### src/rtl/gcd_dispatch.sv
// gcd_dispatch: queues GCD jobs, starts each on the lowest idle engine, collects tagged completions.
// Latency: accept->ENG_START two edges; ENG_DONE rise->CMP_VALID two edges; IRQ registered with the push.
// Backpressure: SUB_READY low while submit FIFO full; a full completion FIFO keeps engines busy and pending.
// Ports: CLK/RESET (async, active-high)/CLKEN gate all state; SUB_* job submit handshake;
//        ENG_* per-engine start pulse, held opcode/ct, done level and cycle count in;
//        CMP_* completion handshake; ENG_BUSY/SUB_LEVEL/CMP_LEVEL status; IRQ_EN/IRQ_THRESH/IRQ interrupt.

// gcd_dispatch_fifo: small circular FIFO with registered occupancy and a combinational head.
// Latency: a push is visible at the head on the cycle after the edge that wrote it.
// Backpressure: none inside; the owner never pushes when full (unless also popping) nor pops when empty.
module gcd_dispatch_fifo #(
    parameter int W     = 8,
    parameter int DEPTH = 8
) (
    input  logic                   clk,
    input  logic                   rst,
    input  logic                   push,
    input  logic [W-1:0]           push_dat,
    input  logic                   pop,
    output logic [W-1:0]           head_dat,
    output logic [$clog2(DEPTH):0] level
);
    localparam int AW = $clog2(DEPTH);

    logic [W-1:0]  mem [DEPTH];
    logic [AW-1:0] rd_ptr;
    logic [AW-1:0] wr_ptr;

    always_ff @(posedge clk or posedge rst) begin
        if (rst) begin
            for (int i = 0; i < DEPTH; i++) mem[i] <= '0;
            rd_ptr <= '0;
            wr_ptr <= '0;
            level  <= '0;
        end else begin
            if (push) begin
                mem[wr_ptr] <= push_dat;
                wr_ptr      <= wr_ptr + 1'b1;
            end
            if (pop) rd_ptr <= rd_ptr + 1'b1;
            if (push && !pop)      level <= level + 1'b1;
            else if (pop && !push) level <= level - 1'b1;
        end
    end

    assign head_dat = mem[rd_ptr];
endmodule

module gcd_dispatch #(
    parameter int NUM_ENG = 4,
    parameter int QDEPTH  = 8,
    parameter int TAG_W   = 4,
    parameter int OP_W    = 3,
    parameter int CNT_W   = 12
) (
    input  logic                     CLK,
    input  logic                     RESET,
    input  logic                     CLKEN,
    input  logic                     SUB_VALID,
    output logic                     SUB_READY,
    input  logic [TAG_W-1:0]         SUB_TAG,
    input  logic [OP_W-1:0]          SUB_OPCODE,
    input  logic                     SUB_CT,
    output logic [NUM_ENG-1:0]       ENG_START,
    output logic [NUM_ENG*OP_W-1:0]  ENG_OPCODE,
    output logic [NUM_ENG-1:0]       ENG_CT,
    input  logic [NUM_ENG-1:0]       ENG_DONE,
    input  logic [NUM_ENG*CNT_W-1:0] ENG_CYCLES,
    output logic                     CMP_VALID,
    input  logic                     CMP_READY,
    output logic [TAG_W-1:0]         CMP_TAG,
    output logic [2:0]               CMP_ENG,
    output logic [CNT_W-1:0]         CMP_CYCLES,
    output logic [NUM_ENG-1:0]       ENG_BUSY,
    output logic [$clog2(QDEPTH):0]  SUB_LEVEL,
    output logic [$clog2(QDEPTH):0]  CMP_LEVEL,
    input  logic                     IRQ_EN,
    input  logic [$clog2(QDEPTH):0]  IRQ_THRESH,
    output logic                     IRQ
);
    localparam int LW = $clog2(QDEPTH) + 1;
    localparam int SW = TAG_W + OP_W + 1;
    localparam int CW = TAG_W + 3 + CNT_W;
    localparam logic [LW-1:0] FULL_LVL = LW'(QDEPTH);

    logic [SW-1:0]      sub_head;
    logic               sub_push, sub_pop, sub_empty;
    logic [CW-1:0]      cmp_head, cmp_rec;
    logic               cmp_push, cmp_pop, cmp_full;

    logic [NUM_ENG-1:0] busy, pending, done_r, start_r, ct_r;
    logic [NUM_ENG-1:0] done_pulse, dsp_oh, cpl_oh, dsp_go, cpl_clr;
    logic [OP_W-1:0]    op_r  [NUM_ENG];
    logic [TAG_W-1:0]   tag_r [NUM_ENG];
    logic [CNT_W-1:0]   cyc_r [NUM_ENG];

    logic [2:0]         cpl_idx;
    logic [TAG_W-1:0]   cpl_tag;
    logic [CNT_W-1:0]   cpl_cyc;
    logic [LW-1:0]      cmp_level_next, irq_thr;
    logic               irq_r;

    // Ready is forced low during reset so nothing is offered into a FIFO being cleared.
    assign SUB_READY = ~RESET & (SUB_LEVEL < FULL_LVL);
    assign sub_push  = CLKEN & SUB_VALID & SUB_READY;
    assign sub_empty = (SUB_LEVEL == '0);

    // Lowest-index idle engine and lowest-index pending engine; descending scan lets the lowest win.
    always_comb begin
        dsp_oh  = '0;
        cpl_oh  = '0;
        cpl_idx = '0;
        cpl_tag = '0;
        cpl_cyc = '0;
        for (int i = NUM_ENG - 1; i >= 0; i--) begin
            if (!busy[i]) begin
                dsp_oh    = '0;
                dsp_oh[i] = 1'b1;
            end
            if (pending[i]) begin
                cpl_oh    = '0;
                cpl_oh[i] = 1'b1;
                cpl_idx   = 3'(i);
                cpl_tag   = tag_r[i];
                cpl_cyc   = cyc_r[i];
            end
        end
    end

    assign sub_pop    = CLKEN & ~sub_empty & (|dsp_oh);
    assign dsp_go     = dsp_oh & {NUM_ENG{sub_pop}};
    assign done_pulse = ENG_DONE & ~done_r & busy;

    assign cmp_full = (CMP_LEVEL == FULL_LVL);
    assign cmp_pop  = CLKEN & CMP_VALID & CMP_READY;
    // A full completion FIFO can still take a record when its head leaves in the same cycle.
    assign cmp_push = CLKEN & (|pending) & (~cmp_full | cmp_pop);
    assign cpl_clr  = cpl_oh & {NUM_ENG{cmp_push}};
    assign cmp_rec  = {cpl_tag, cpl_idx, cpl_cyc};

    assign cmp_level_next = CMP_LEVEL + LW'(cmp_push) - LW'(cmp_pop);
    assign irq_thr        = (IRQ_THRESH == '0) ? LW'(1) : IRQ_THRESH;

    always_ff @(posedge CLK or posedge RESET) begin
        if (RESET) begin
            busy    <= '0;
            pending <= '0;
            done_r  <= '0;
            start_r <= '0;
            ct_r    <= '0;
            irq_r   <= 1'b0;
            for (int i = 0; i < NUM_ENG; i++) begin
                op_r[i]  <= '0;
                tag_r[i] <= '0;
                cyc_r[i] <= '0;
            end
        end else if (CLKEN) begin
            done_r  <= ENG_DONE;
            start_r <= dsp_go;
            busy    <= (busy & ~cpl_clr) | dsp_go;
            pending <= (pending | done_pulse) & ~cpl_clr;
            irq_r   <= IRQ_EN & (cmp_level_next >= irq_thr);
            for (int i = 0; i < NUM_ENG; i++) begin
                if (done_pulse[i]) cyc_r[i] <= ENG_CYCLES[i*CNT_W +: CNT_W];
                if (dsp_go[i]) begin
                    tag_r[i] <= sub_head[SW-1 -: TAG_W];
                    op_r[i]  <= sub_head[1 +: OP_W];
                    ct_r[i]  <= sub_head[0];
                end
            end
        end
    end

    gcd_dispatch_fifo #(.W(SW), .DEPTH(QDEPTH)) u_sub_fifo (
        .clk      (CLK),
        .rst      (RESET),
        .push     (sub_push),
        .push_dat ({SUB_TAG, SUB_OPCODE, SUB_CT}),
        .pop      (sub_pop),
        .head_dat (sub_head),
        .level    (SUB_LEVEL)
    );

    gcd_dispatch_fifo #(.W(CW), .DEPTH(QDEPTH)) u_cmp_fifo (
        .clk      (CLK),
        .rst      (RESET),
        .push     (cmp_push),
        .push_dat (cmp_rec),
        .pop      (cmp_pop),
        .head_dat (cmp_head),
        .level    (CMP_LEVEL)
    );

    for (genvar g = 0; g < NUM_ENG; g++) begin : g_op
        assign ENG_OPCODE[g*OP_W +: OP_W] = op_r[g];
    end

    assign ENG_START = start_r;
    assign ENG_CT    = ct_r;
    assign ENG_BUSY  = busy;
    assign CMP_VALID = (CMP_LEVEL != '0);
    assign {CMP_TAG, CMP_ENG, CMP_CYCLES} = cmp_head;
    assign IRQ       = irq_r;
endmodule

### config.mk
export PLATFORM = sky130hd
export DESIGN_NAME = gcd_dispatch
export DESIGN_NICKNAME = d
export VERILOG_FILES = /design/src/rtl/gcd_dispatch.sv
export SDC_FILE = /design/constraint.sdc
export NUM_CORES = 1
export LEC_CHECK = 0
export ABC_AREA = 1
export CORE_ASPECT_RATIO = 0.8
export CORE_UTILIZATION = 59
export DETAILED_ROUTE_END_ITERATION = 6
export PLACE_DENSITY_LB_ADDON = 0.08
export SETUP_SLACK_MARGIN = 0.1
export SYNTH_ARGS = -nofsm -noshare
export SYNTH_HDL_FRONTEND = slang
export SYNTH_SLANG_ARGS = --single-unit
### constraint.sdc
create_clock -name CLK -period 14.1 [get_ports CLK]
set_clock_uncertainty 0.15 [all_clocks]
set_input_delay 4.23 -clock CLK [delete_from_list [all_inputs] [get_ports CLK]]
set_output_delay 4.23 -clock CLK [all_outputs]
set_load 0.03 [all_outputs]
==> flow_summary_export.csv <==
group,metric,value,unit
run_status,status,"completed",
synth,syn-cell-area,0.0159,mm²
grt,grt_pass1_vias,13211,
sta,hold_viol,0,
finish,nNetsFinal,2193,
route,first_iter_violations,1467,
critical_path,critPathArrivalTime,5.60,ns
synth,avgSynthCellArea,7.84,µm²
critical_path,endpoint,"SUB_READY",
sta,post-route-period-util,0.708,
route,dr.pass1.iters,5,
floorplanning,die_area,0.0276,mm²
synth,yosys_warnings,0,
sta,rsz0062_at_grt,"no",
finish,drive_gt1_frac,0.0556,
placement,port_buffers,122,
critical_path,cp_max_fo,2,
clock_tree,cts_tree,"done",
power_and_ir_drop,p_leak,0.00942,µW
floorplanning,core,0.0264,mm²
placement,place_congestion,0.854,
power_and_ir_drop,p_sw_frac,0.450,
critical_path,cpPeakStageDelay,0.68,ns
route,drt-total-wl,42700,µm
critical_path,startpoint,"RESET",
floorplanning,dieWidth,186,µm
power_and_ir_drop,finalPower,4630,µW
route,antenna_left,0,
critical_path,cp_common_cell,"clkdlybuf4s50_1",
finish,area_delta_synth_final,15.0,%
clock_tree,cts_max_level,2,
finish,final_common_cell,"nand2_1",
grt,grt_pass1_wl,69300,µm
flow_run,drv_cap,0,
clock_tree,hold_buffers,0,
critical_path,crit_required,9.72,ns
synth,yosys.area.top_type,"dfrtp_1",
critical_path,cp.depth,3,
finish,final_util,0.693,
grt,antenna_found_initial,0,
finish,n_antenna_cell,0,
route,vias,14013,
sta,fmax,100,MHz
synth,yosysTopAreaCellShare,0.512,
critical_path,path_cells,"clkdlybuf4s50_1 -> nor2_2 -> clkdlybuf4s50_1",
sta,slew_violations,0,
route,drcViolationCount,0,
synth,synthDistinctLibCells,34,
clock_tree,root_buffer,"clkbuf_16",
critical_path,reg2reg_to,"IRQ",
clock_tree,cts_buffers,34,
placement,hpwl,26700,µm
sta,fin_setup_tns,0,ns
clock_tree,cts.sinks,325,
sta,report.final.setup_viol,0,
floorplanning,pin_count,124,
grt,grt_overflow,0,
synth,netlist_top_cells_area,"dfrtp_1 (51%), nand2_1 (21%), nand3_1 (7.1%)",
sta,tightest_slew,1.19,ns
sta,finalCriticalPeriod,9.98,ns
floorplanning,std_cell_rows,53,
power_and_ir_drop,peakVddDrop,0.122,mV
critical_path,cp-end-kind,"output pin",
critical_path,cp_num_buf_inv,2,
grt,track_usage,0.319,
critical_path,slowest_stage,"clkdlybuf4s50_1",
finish,final_cell_mix,"nand2_1 (885), dfrtp_1 (324), nand3_1 (226)",
floorplanning,die_y,149,µm
power_and_ir_drop,clkPwrFrac,0.197,
synth,ys_ff_latch,325,
critical_path,cp_top_family,"buffers and inverters",
clock_tree,clk_pin_slew,0.05,ns
critical_path,rrSetupSlack,10.25,ns
route,wl_per_cell,17.2,µm
power_and_ir_drop,comb_power_share,0.456,
route,drt-vias-per-instance,5.65,
critical_path,criticalPathCategory,"input pin to output pin",
synth,synth_seq_area_share,0.512,
power_and_ir_drop,p_int,2550,µW
critical_path,setup.worst_path.start_class,"input pin",
power_and_ir_drop,switchingPower,2080,µW
clock_tree,post_cts_buffers,0,
clock_tree,clk_latency,0.52,ns
clock_tree,cts.repair.resized,0,
grt,grt_max_degree,186,
power_and_ir_drop,seq_power_share,0.346,
min_path,hp-class,"flip-flop to flip-flop",
critical_path,reg2regPathDepth,13,
sta,relSlewSlack,0.204,
power_and_ir_drop,powerDensity,253,mW/mm²
synth,synth_nets,2122,
clock_tree,clock_path_buffers,3,
floorplanning,initial_core_util,0.602,
synth,syn-instance-count,2028,
critical_path,worst_r2r_startpoint,"pending[0]",
-- synthesized netlist by cell type --
master and instances:
o21ai_0 137, nand2_4 10, buf_4 14, conb_1 1, clkbuf_1 46, clkinv_1 5
ha_1 21, nand3_2 2, dfrtp_1 325, a21oi_1 6, inv_1 97, buf_2 24
fa_1 3, o21ai_1 11, xnor2_1 8, a31o_2 1, nand4_1 21, nor3_2 4
nand3_4 7, buf_6 11, inv_2 8, nand2_1 885, o22ai_1 36, nand2_2 1
nand3_1 226, nor3_1 5, nor3b_2 1, o21bai_1 1, nor2_1 82, nor2_4 1
a21oi_2 1, buf_1 6, xor2_1 7, nor2_2 14
-- worst min-delay path: cells and delay by family (launching register included) --
| kind | cells | cell delay, ns |
|---|---|---|
| DFF | 1 | 0.34 |
| and+or+nand+nor | 2 | 0.09 |
-- per-layer routing --
| layer | vias up | wire length (µm) | global-route usage |
|---|---|---|---|
| li1 | 6616 | - | - |
| met1 | 6656 | 19100 | 0.472 |
| met2 | 656 | 18700 | 0.477 |
| met3 | 85 | 3820 | 0.0601 |
| met4 | 0 | 1050 | 0.100 |
| met5 | - | 0 | 0 |
-- power groups by stage --
| stage | sequential, µW | clock, µW | combinational [µW] |
|---|---|---|---|
| 3_5_place_dp | 1600 | 0 | 2080 |
| 3_3_place_gp | 1590 | 0 | 2030 |
| 6_report | 1600 | 912 | 2110 |
| 2_1_floorplan | 1580 | 0 | 1420 |
| 4_1_cts | 1600 | 919 | 2090 |
| 5_1_grt | 1650 | 958 | 2320 |
-- how the worst min path moves through the flow --
| stage | depth (start not counted) | from | endpoint |
|---|---|---|---|
| global route | 2 | u_cmp_fifo.mem[50] | u_cmp_fifo.mem[50] |
| global placement | 2 | u_cmp_fifo.mem[127] | u_cmp_fifo.mem[127] |
| CTS | 2 | u_cmp_fifo.mem[51] | u_cmp_fifo.mem[51] |
| finish | 2 | cyc_r[29] | cyc_r[29] |
| detailed placement | 2 | u_cmp_fifo.mem[126] | u_cmp_fifo.mem[126] |
| floorplan | 2 | u_cmp_fifo.mem[107] | u_cmp_fifo.mem[107] |
-- sequential cells by signal, indices dropped and copies added, names as in the netlist, 12 cells and up --
register        flops
u_cmp_fifo.mem    144
u_sub_fifo.mem     64
cyc_r              48
tag_r              16
ENG_OPCODE         12
-- through the flow --
step	hold slack [ns]	setup WS (ns)	cells	area (µm²)
floorplan	0.287	0.722	2028	15900
global placement	0.299	4.12	2420	17200
detailed placement	0.304	4.12	2420	17200
CTS	0.319	4.12	2479	18300
global route	0.336	4.08	2479	18300
finish	0.318	4.12	2479	18300
-- logic make-up after synthesis --
kind of cell	synth area share
other	0.000236
AOI/OAI and AO/OA	0.0642
and+or+nand+nor	0.335
adders and majority gates	0.0203
DFF	0.512
buffers and inverters	0.0602
xor gates and xnor gates	0.00826
-- cell type report --
| class | count | area (µm²) |
|---|---|---|
| tap | 357 | 447 |
| fill | 2253 | 8100 |
| clock buffer | 53 | 1080 |
| timing repair buffer | 136 | 1340 |
| multi-input combinational | 1492 | 6820 |
| sequential | 325 | 8130 |
| clock inverter | 6 | 57.6 |
| inverter | 110 | 420 |
Note: power is estimated with default switching activity, not from simulation.
